File: config.mk
export PLATFORM = sky130hd
export DESIGN_NAME = innerproduct_sched
export DESIGN_NICKNAME = d
export VERILOG_FILES = /design/src/rtl/innerproduct_sched.sv
export SDC_FILE = /design/constraint.sdc
export NUM_CORES = 1
export LEC_CHECK = 0
export CAP_MARGIN = 0
export CORE_UTILIZATION = 30
export DETAILED_ROUTE_END_ITERATION = 8
export PLACE_DENSITY = 0.51
export SLEW_MARGIN = 5
export SYNTH_ARGS = -nofsm -noshare
export SYNTH_HDL_FRONTEND = slang
export SYNTH_SLANG_ARGS = --single-unit
File: constraint.sdc
create_clock -name clk -period 15.61 [get_ports clk]
set_clock_uncertainty 0.05 [all_clocks]
set_input_delay 3.9025 -clock clk [delete_from_list [all_inputs] [get_ports clk]]
set_output_delay 3.9025 -clock clk [all_outputs]
set_load 0.01 [all_outputs]
File: src/rtl/innerproduct_sched.sv
// innerproduct_sched
//   Time-shares one multiply-accumulate unit across NCLASS weight sets.
//   A window of NFEAT-1 pixels is loaded into a local buffer, then theta
//   words are streamed from an external synchronous ROM (one per cycle,
//   back-to-back across all classes). Each class score is emitted as it
//   completes, followed by the argmax class and its score.
//
// Ports
//   clk, rst            clock, asynchronous active-high reset
//   x_valid/x_data      pixel input (unsigned XW bits)
//   x_ready             high while loading (LOAD state)
//   theta_rd/addr       ROM read strobe and address (class*NFEAT+feature)
//   theta_data          ROM data, valid the cycle after theta_rd
//   res_valid/class/value   per-class score pulse (values hold)
//   done_valid/class/value  argmax pulse at end of window (values hold)
//   busy                high outside LOAD
module innerproduct_sched #(
    parameter int NFEAT  = 81,
    parameter int NCLASS = 10,
    parameter int XW     = 7,
    parameter int TW     = 32,
    parameter int AW     = 10,
    parameter int CW     = 4
) (
    input  logic          clk,
    input  logic          rst,
    input  logic          x_valid,
    input  logic [XW-1:0] x_data,
    output logic          x_ready,
    output logic          theta_rd,
    output logic [AW-1:0] theta_addr,
    input  logic [TW-1:0] theta_data,
    output logic          res_valid,
    output logic [CW-1:0] res_class,
    output logic [31:0]   res_value,
    output logic          done_valid,
    output logic [CW-1:0] done_class,
    output logic [31:0]   done_value,
    output logic          busy
);

    localparam int KW     = $clog2(NFEAT);
    localparam int NTERMS = NCLASS * NFEAT;

    typedef enum logic [1:0] {
        S_LOAD,
        S_COMPUTE,
        S_DRAIN,
        S_DONE
    } state_t;

    state_t        state;
    logic [KW-1:0] count;
    logic [KW-1:0] feat;
    logic [CW-1:0] cls;
    // Issue-side feature/class delayed to line up with the returned ROM word
    logic          rd_d;
    logic [KW-1:0] feat_d;
    logic [CW-1:0] cls_d;
    logic [31:0]   acc;
    logic [31:0]   max_value;
    logic [CW-1:0] max_class;

    // Pixel store; index 0 is the bias slot and is never read
    logic [XW-1:0] buffer [1:NFEAT-1];

    logic          accept;
    logic [31:0]   theta_ext;
    logic [31:0]   pix_ext;
    logic [31:0]   term;
    logic [31:0]   next_acc;

    assign accept = x_valid && x_ready;

    always_comb begin
        theta_ext = 32'($signed(theta_data));
        pix_ext   = '0;
        if (feat_d != '0) begin
            pix_ext = 32'(buffer[feat_d]);
        end
        term = pix_ext * theta_ext;
        // Bias term restarts the accumulator, so no explicit clear between classes
        if (feat_d == '0) begin
            next_acc = theta_ext << 16;
        end else begin
            next_acc = acc + term;
        end
    end

    // Buffer is not reset: every entry is rewritten before it is read
    always_ff @(posedge clk) begin
        if (accept) begin
            buffer[KW'(count + 1'b1)] <= x_data;
        end
    end

    always_ff @(posedge clk or posedge rst) begin
        if (rst) begin
            state      <= S_LOAD;
            x_ready    <= 1'b1;
            busy       <= 1'b0;
            count      <= '0;
            feat       <= '0;
            cls        <= '0;
            rd_d       <= 1'b0;
            feat_d     <= '0;
            cls_d      <= '0;
            acc        <= '0;
            max_value  <= '0;
            max_class  <= '0;
            theta_rd   <= 1'b0;
            theta_addr <= '0;
            res_valid  <= 1'b0;
            res_class  <= '0;
            res_value  <= '0;
            done_valid <= 1'b0;
            done_class <= '0;
            done_value <= '0;
        end else begin
            res_valid  <= 1'b0;
            done_valid <= 1'b0;
            rd_d       <= theta_rd;
            feat_d     <= feat;
            cls_d      <= cls;

            // Return path: one ROM word per cycle after its issue
            if (rd_d) begin
                acc <= next_acc;
                if (feat_d == KW'(NFEAT - 1)) begin
                    res_valid <= 1'b1;
                    res_class <= cls_d;
                    res_value <= next_acc;
                    // Strictly greater keeps the lowest index on ties
                    if (cls_d == '0 || $signed(next_acc) > $signed(max_value)) begin
                        max_value <= next_acc;
                        max_class <= cls_d;
                    end
                end
            end

            case (state)
                S_LOAD: begin
                    if (accept) begin
                        if (count == KW'(NFEAT - 2)) begin
                            count      <= '0;
                            state      <= S_COMPUTE;
                            x_ready    <= 1'b0;
                            busy       <= 1'b1;
                            theta_rd   <= 1'b1;
                            theta_addr <= '0;
                            feat       <= '0;
                            cls        <= '0;
                        end else begin
                            count <= KW'(count + 1'b1);
                        end
                    end
                end
                S_COMPUTE: begin
                    if (theta_addr == AW'(NTERMS - 1)) begin
                        theta_rd <= 1'b0;
                        state    <= S_DRAIN;
                    end else begin
                        theta_addr <= AW'(theta_addr + 1'b1);
                        if (feat == KW'(NFEAT - 1)) begin
                            feat <= '0;
                            cls  <= CW'(cls + 1'b1);
                        end else begin
                            feat <= KW'(feat + 1'b1);
                        end
                    end
                end
                S_DRAIN: begin
                    state <= S_DONE;
                end
                S_DONE: begin
                    done_valid <= 1'b1;
                    done_class <= max_class;
                    done_value <= max_value;
                    x_ready    <= 1'b1;
                    busy       <= 1'b0;
                    state      <= S_LOAD;
                end
                default: begin
                    state <= S_LOAD;
                end
            endcase
        end
    end

endmodule
Word level (Yosys, flattened, before mapping)
Memories as Yosys holds them, arrays and structs flattened.
Cells that the tools add are included.
W data, S select, Z words.
Storage, ports and cells
  bits in registers: 187
  RAM bits: 560
  bits of input ports: 42
  output and inout port bits: 87
  logic and storage cells: 90
  memories kept: 1
Memory list
  buffer: depth 80, bits a word 7, read ports 1, clocked after memory_dff 0, wr ports 1, line 65  | logic [XW-1:0] buffer [1:NFEAT-1];
Cells by class
  add/sub/neg operators: 5
  multiply operators: 1
  order comparisons: 1
  equality and inequality tests: 12
  muxes and demuxes: 34
  reductions and logical operators: 16
Operators by type and width (number)
  $mux W7: 6
  $add A32 B32 Y32: 1
  $gt A32 B32 Y1: 1
  $mul A32 B32 Y32: 1
  $mux W32: 1
  $mux W10: 3
  $eq A7 B7 Y1 const B: 3
  $pmux W10 S2: 1
  $mux W4: 4
  $add A7 B1 Y7 const B: 2
  $pmux W7 S2: 1
  $add A10 B1 Y10 const B: 1
  $eq A10 B10 Y1 const B: 1
  $mux W1: 10
  $ne A2 B2 Y1 const B: 5
  $reduce_and A3 Y1: 3
  $pmux W2 S4: 1
  $pmux W4 S2: 1
  $reduce_and A4 Y1: 2
  $logic_not A7 Y1: 1
  $reduce_bool A7 Y1: 1
  $mux W2: 3
  $pmux W1 S2: 3
  $reduce_and A5 Y1: 1
  other kinds (9): 12

Longest topological paths before layout
Gate-level depths: netlist of the first run.
  depth in word-level cells: 8
  mapped depth: 47

Worst setup path before layout of the first run
OpenSTA, ideal clock, no wires.
  kind: input-to-reg
  from: in theta_data[7]
  to: reg max_value[0]
  setup time: 0.125 ns
  arrival time: 11.398 ns
  required time: 15.435 ns
  setup slack: 4.038 ns
  stages: 33
  cells stage by stage: nand2_1 > fa_1 > inv_1 > fa_1 > fa_1 > inv_1 > fa_1 > inv_1 > ha_1 > a21o_1 > a21o_1 > a221o_1 > a21oi_1 > o21ai_0 > a311o_1 > a21o_1 > a31oi_1 > xor2_1 > nor2_1 > or2_2 > ha_1 > a21o_1 > a21o_1 > a21o_1 > a21o_1 > a21o_1 > a21oi_1 > o211ai_1 > o22ai_1 > nor2_1 > o21ai_1 > clkbuf_1 > mux2_2
On the way
  longest elaborated chain between the ends: 6
RTL lines
  start, declared: line 32  | input logic [TW-1:0] theta_data,
  $mul A32 B32 Y32: line 81  | term = pix_ext * theta_ext;
  $add A32 B32 Y32: line 86  | next_acc = acc + term;
  $mux W32: line 83  | if (feat_d == '0) begin
  via next_acc[25]: line 71  | logic [31:0] next_acc;
  $gt A32 B32 Y1: line 134  | if (cls_d == '0 || $signed(next_acc) > $signed(max_value)) begin
  $logic_or A1 B1 Y1: line 134
  $reduce_and A3 Y1 (no source line)
  end signal, assigned: line 135  | max_value <= next_acc;
  end, declared: line 61  | logic [31:0] max_value;
The timed path passes the listed nets, and every way through them passes these cells.
A chain may end at the register's enable or synchronous reset.

Final worst setup path of the first run
  from: in theta_data[8]
  to: reg max_class[2]
On the way
  longest elaborated chain between the ends: 6
RTL lines
  $mul A32 B32 Y32: line 81
  $add A32 B32 Y32: line 86
  $mux W32: line 83
  via next_acc[25]: line 71
  $gt A32 B32 Y1: line 134
  $logic_or A1 B1 Y1: line 134
  $reduce_and A3 Y1 (no source line)
  end signal, assigned: line 136  | max_class <= cls_d;
  end, declared: line 62  | logic [CW-1:0] max_class;
The timed path passes the listed nets, and every way through them passes these cells.

==> results of run 1 <==
layer usage:
metal,vias to the layer above,share of wire,global-route usage
li1,9708,-,-
met1,11200,0.43,0.210
met2,512,0.50,0.275
met3,180,0.046,0.0269
met4,10,0.030,0.0507
met5,-,0.00058,0
cell type report:
| type | instances | area [um2] | share of cell area |
|---|---|---|---|
| Clock buffer | 111 | 2230 | 0.0519 |
| Clock inverter | 39 | 437 | 0.0102 |
| Sequential cell | 747 | 21500 | 0.501 |
| Timing Repair Buffer | 164 | 1540 | 0.0359 |
| Multi-Input combinational cell | 1539 | 14300 | 0.333 |
| Inverter | 242 | 916 | 0.0213 |
| Tap cell | 1625 | 2030 | 0.0473 |
synthesized netlist by cell type (5+ instances only):
library cell    n  area [um2]
o21ai_0        44         220
o22ai_1         8        50.1
nand3_1        41         205
a21o_1         33         248
and2_1         88         551
o31ai_1         8        60.1
a22oi_1        16         120
dfrtp_1       186        4650
o21a_1          6        45.0
nor3b_1         6        45.0
nand4_1        23         144
mux2_2         99        1110
mux4_2        102        2300
or3_1           7        43.8
xnor2_1        23         201
or2_2           6        37.5
fa_1          162        3240
mux2i_1        86         861
o21bai_1        7        52.6
nand2b_1       20         125
a21oi_1        54         270
a31oi_1         7        43.8
nor4_1          8        50.1
nand2_1       236         886
nor3_1         17        85.1
and3_1          8        50.1
buf_2          20         100
a211oi_1       13        97.6
edfxtp_1      560       16800
buf_4           9        67.6
nor2b_1        46         288
nor2_1        173         649
xor2_1         29         254
inv_1         239         897
clkbuf_1       60         225
ha_1           84        1050
a32oi_1         6        52.6
mux4_1          5         131
buf_6          10         113
layout by cell type, fill, tap and decap left out, drive strengths merged, types with 6 or more instances in the layout:
cell	instances
nor2b	46
a32oi	6
dfrtp	186
a21o	33
o21ai	46
a31oi	7
nand3	41
nor4	9
o22ai	9
xor2	29
mux2	100
a22oi	16
nand4	23
a211oi	13
o21bai	7
clkinv	31
nor3	17
or2	6
nor2	174
and3	8
or3	8
buf	43
a21oi	54
inv	244
mux4	107
fa	162
o31ai	8
edfxtp	560
clkdlybuf4s50	121
nand2b	20
ha	84
o21a	6
nor3b	6
mux2i	86
and2	89
nand2	238
xnor2	23
clkbuf	111
registers in the layout (all words and copies together), names as in the netlist, 2 cells and up:
| name | cells |
|---|---|
| feat | 7 |
| cls_d | 4 |
| done_value | 32 |
| done_class | 4 |
| max_value | 32 |
| feat_d | 7 |
| buffer | 560 |
| cls | 4 |
| max_class | 4 |
| theta_addr | 10 |
| count | 7 |
| res_class | 4 |
| acc | 32 |
| res_value | 32 |
| state | 2 |
per-stage QoR:
step	setup slack, ps	util	total power, mW	hold WS (ps)
2_1_floorplan	4040	-	2.82	322
3_3_place_gp	2520	0.329	3.19	331
3_5_place_dp	2530	0.329	3.18	341
4_1_cts	3170	0.351	5.12	356
5_1_grt	2630	0.351	5.30	370
6_report	3240	0.351	5.05	348
power by group:
| group | leakage [nW] | switching [mW] | internal [mW] |
|---|---|---|---|
| Sequential | 7.33 | 0 | 2.14 |
| Clock | 1.30 | 0.827 | 1.10 |
| Combinational | 7.42 | 0.614 | 0.371 |
| Total | 16.0 | 1.44 | 3.61 |
worst paths after layout:
path	slack [ps]	from	to	cells past startpoint
max	3240	theta_data[8]	max_class[2]	34
min	350	cls[3]	cls_d[3]	0
max reg2reg	3470	feat_d[0]	max_class[2]	41
min reg2reg	350	cls[3]	cls_d[3]	0
max in group asynchronous	10440	rst	res_value[4]	3
min in group asynchronous	3790	rst	done_value[19]	2
cell families after synthesis:
| family | after synthesis | synth area share |
|---|---|---|
| AND/OR/NAND/NOR | 698 | 0.0893 |
| XOR/XNOR | 55 | 0.0141 |
| AO/OA/AOI/OAI | 247 | 0.0451 |
| flip-flops | 747 | 0.578 |
| multiplexers | 293 | 0.119 |
| buffers and inverters | 348 | 0.0400 |
| adder cells (fa/ha/maj) | 246 | 0.115 |
worst reg2reg max path, delay by kind of cell, from the launching register on:
kind                     cells  cell delay [ps]
AO/OA/AOI/OAI               21             4730
adder cells (fa/ha/maj)      6             2680
buffers and inverters        7             2120
flip-flops                   1              940
AND/OR/NAND/NOR              4              740
multiplexers                 2              520
XOR/XNOR                     1              230
==> flow_summary.json, run 1 <==
{
  "grt_pass1_wl_mm": 151,
  "cts-root-buf": "clkbuf_16",
  "worst_slew_pin_slew_ps": 1180,
  "period_share": 0.793,
  "finalHoldViolCount": 0,
  "dpl_cell_area_mm2": 0.0403,
  "dp_hpwl_mm": 67.3,
  "path_clk_slew_ps": 60,
  "synth_nets": 2922,
  "nets": 3063,
  "num_rows": 128,
  "grt_pass1_vias": 22700,
  "end_kind": "flop",
  "run_status": "complete, no violations",
  "cp-start-kind": "input pin",
  "clock-sinks": 747,
  "viasPerCell": 4.83,
  "areaGrowthSynthToFinish_pct": 15.4,
  "ys_async_sr_fraction": 0.250,
  "p_leak_nw": 16.0,
  "gp_congestion": 0.835,
  "grt_use_total": 0.162,
  "hp-class": "flop to flop",
  "portBuffers": 128,
  "setup_viol_count_final": 0,
  "period_needed_ps": 12370,
  "final_area_mm2": 0.0430,
  "synth_seq_area_share": 0.578,
  "maxCapViolCount": 0,
  "dr.pass1.iters": 5,
  "nFillCells": 12000,
  "path_common_cell": "a21o_1",
  "cpLargestDelayFamily": "compound AO/OA/AOI/OAI gates",
  "drive_gt1_frac": 0.138,
  "core_area_mm2": 0.122,
  "htreeDepth": 3,
  "cp.arrival_ps": 12840,
  "slowest_delay_ps": 740,
  "fmaxAchievable_ghz": 0.0808,
  "dr_total_vias": 21600,
  "ys_types": 83,
  "postCtsSetupRepairBufs": 0,
  "cts_buffers": 81,
  "synth_area_per_cell_um2": 14.1,
  "syn_area_mm2": 0.0372,
  "dp.cells": 4317,
  "drt-initial-drc-count": 1816,
  "crit_type": "input pin to flop",
  "slew_violations": 0,
  "clockBufferDepth": 3,
  "dieWidth_um": 354,
  "max_slew_margin": 0.210,
  "ctsResizeCount": 0,
  "drc": 0,
  "ys_warn_count": 0,
  "wl_per_cell_um": 22.5,
  "ctsHoldBuffers": 0,
  "power.density_mw_per_mm2": 118,
  "finalNonFillerCells": 4467,
  "cp.required_ps": 16080,
  "synth_ff_type": "edfxtp_1",
  "io_pins": 129,
  "antenna_found_initial": 6,
  "ant_nets": 0,
  "synth_seq_cells": 747,
  "syn_inst": 2634,
  "path_max_fanout": 23,
  "initial_utilization": 0.304,
  "grt_max_degree": 130,
  "die_area_mm2": 0.125,
  "cp_num_buf_inv": 5,
  "ir_drop_mv": 0.0892,
  "clock_latency_ps": 650,
  "synth_edf_count": 560,
  "antenna_cells": 0,
  "timing.setup.tns_ps": 0,
  "cts_tree": "built",
  "grt_setup_unrepaired": "no",
  "grt-ovfl-total": 0,
  "routed_wl_mm": 101,
  "crit_path_top_delay_cell": "clkdlybuf4s50_1",
  "die_y_um": 354
}
(Power assumes the default switching activity.)
==> run 2: changes to the inputs <==
==> constraint.sdc (replaced) <==
create_clock -name clk -period 12.3 [get_ports clk]
set_clock_uncertainty 0.05 [all_clocks]
set_input_delay 3.075 -clock clk [delete_from_list [all_inputs] [get_ports clk]]
set_output_delay 3.075 -clock clk [all_outputs]
set_load 0.01 [all_outputs]
==> run 2 against run 1 <==
  * Sequential share of layout area shrank 0.27 points
  * Die area did not move
  * Non-clock buffer count is 28 higher
  * Cell area up 0.54%
  * Hold slack worse by 5.0 ps
  * Clock power grew 24%
  * Largest cell class unchanged
==> flow_summary.json, run 2 (synthesis gave the netlist of run 1 again) <==
{
  "maxCapViolCount": 0,
  "slew_violations": 0,
  "dpl_cell_area_mm2": 0.0406,
  "final_area_mm2": 0.0432,
  "timing.setup.tns_ps": 0,
  "drive_gt1_frac": 0.147,
  "worst_slew_pin_slew_ps": 1110,
  "path_common_cell": "a21o_1",
  "nFillCells": 11900,
  "cp-start-kind": "flop",
  "p_leak_nw": 16.2,
  "period_share": 0.928,
  "dieWidth_um": 354,
  "ir_drop_mv": 0.106,
  "cp.arrival_ps": 11900,
  "routed_wl_mm": 100,
  "antenna_found_initial": 5,
  "cts_tree": "built",
  "clock_latency_ps": 660,
  "grt_use_total": 0.160,
  "top_layer": "met5",
  "crit_path_top_delay_cell": "dfrtp_4",
  "die_area_mm2": 0.125,
  "gp_congestion": 0.812,
  "max_slew_margin": 0.258,
  "drt-initial-drc-count": 1794,
  "wl_per_cell_um": 22.3,
  "cp.required_ps": 12780,
  "grt_pass1_vias": 22600,
  "end_kind": "flop",
  "finalHoldViolCount": 0,
  "slowest_delay_ps": 850,
  "p_seq_frac": 0.427,
  "ctsHoldBuffers": 0,
  "initial_utilization": 0.304,
  "core_area_mm2": 0.122,
  "power.switching_mw": 1.80,
  "crit_type": "flop to flop",
  "grt-ovfl-total": 0,
  "combPwrFrac": 0.197,
  "grt_pass1_wl_mm": 150,
  "top_register": "buffer",
  "pwr-share-clk": 0.375,
  "p_int_mw": 4.56,
  "period_needed_ps": 11420,
  "io_pins": 129,
  "largest_reg_flops": 560,
  "die_y_um": 354,
  "r2r_slack_ps": 880,
  "cts_buffers": 82,
  "ctsResizeCount": 0,
  "hp-class": "flop to flop",
  "postCtsSetupRepairBufs": 0,
  "dr.pass1.iters": 5,
  "grt_max_degree": 113,
  "path_max_fanout": 35,
  "htreeDepth": 3,
  "cts-root-buf": "clkbuf_16",
  "path_clk_slew_ps": 60,
  "swShare": 0.283,
  "clock-sinks": 747,
  "portBuffers": 128,
  "layout_commonest_cell": "edfxtp_1",
  "num_rows": 128,
  "areaGrowthSynthToFinish_pct": 16.0,
  "wl_met3_mm": 4.73,
  "dp_hpwl_mm": 68.8,
  "drc": 0,
  "final_cell_mix": "edfxtp_1, inv_1, nand2_1",
  "run_status": "complete, no violations",
  "met2WireLength_mm": 50.0,
  "grt_setup_unrepaired": "no",
  "fmaxAchievable_ghz": 0.0876,
  "ant_nets": 0,
  "dr_total_vias": 21600,
  "power.density_mw_per_mm2": 147,
  "wl_met1_mm": 42.7,
  "clockBufferDepth": 3,
  "setup_viol_count_final": 0,
  "nets": 3092,
  "viasPerCell": 4.81
}
run 2: changes by cell type in the layout (fill, tap and decap cells not counted), moves of 2 or more:
| cell | previous run | this run |
|---|---|---|
| buf_4 | 34 | 57 |
| buf_12 | 2 | 7 |
| inv_6 | 2 | 4 |
| bufinv_16 | 5 | 2 |
| clkbuf_8 | 7 | 10 |
| clkbuf_1 | 22 | 15 |
| diode_2 | 0 | 2 |
| inv_16 | 2 | 0 |
| clkinv_4 | 0 | 2 |
run 2: layer usage:
layer | up-vias | global-route usage
li1 | 9771 | -
met1 | 11200 | 0.208
met2 | 497 | 0.275
met3 | 161 | 0.0254
met4 | 6 | 0.0468
met5 | - | 0
run 2: per-stage QoR:
stage,total power [mW],setup WS [ps],std cells,util,hold slack [ps]
CTS,6.44,860,4489,0.353,345
global placement,4.05,458,4345,0.332,331
global route,6.67,330,4489,0.353,364
floorplan,3.58,1560,2634,-,322
detailed placement,4.04,401,4345,0.332,333
finish,6.36,881,4491,0.353,343
run 2: worst max-delay path, delay by kind of cell (launching register included):
kind            cells  cell delay, ps
compound gates     16            3930
xor+xnor            1             180
fa+ha+maj           6            2570
buf+inv             9            1730
flops               1             850
mux                 4            1460
simple gates        4             470
run 2: cell type report:
cell class,instances,area (um2),share of cell area
sequential,747,21500,0.498
clock inverter,36,352,0.00814
clock buffer,108,2270,0.0526
tap,1625,2030,0.0471
inverter,242,916,0.0212
antenna,2,5.00,0.000116
timing repair buffer,192,1810,0.0420
multi-input combinational,1539,14300,0.331
run 2: power groups by stage:
stage	combinational (mW)	sequential (mW)	clock (mW)
6_report	1.25	2.71	2.39
2_1_floorplan	0.815	2.77	0
5_1_grt	1.42	2.71	2.54
4_1_cts	1.29	2.71	2.44
3_3_place_gp	1.28	2.77	0
3_5_place_dp	1.28	2.77	0
run 2: path summary, 6_finish.rpt:
path | cells past startpoint | start | to
hold / removal | 0 | cls[3] | cls_d[3]
min in group asynchronous | 2 | rst | done_value[18]
hold reg to reg | 0 | cls[3] | cls_d[3]
max in group asynchronous | 3 | rst | acc[9]
setup reg to reg | 40 | feat_d[0] | max_value[11]
setup / recovery | 40 | feat_d[0] | max_value[11]
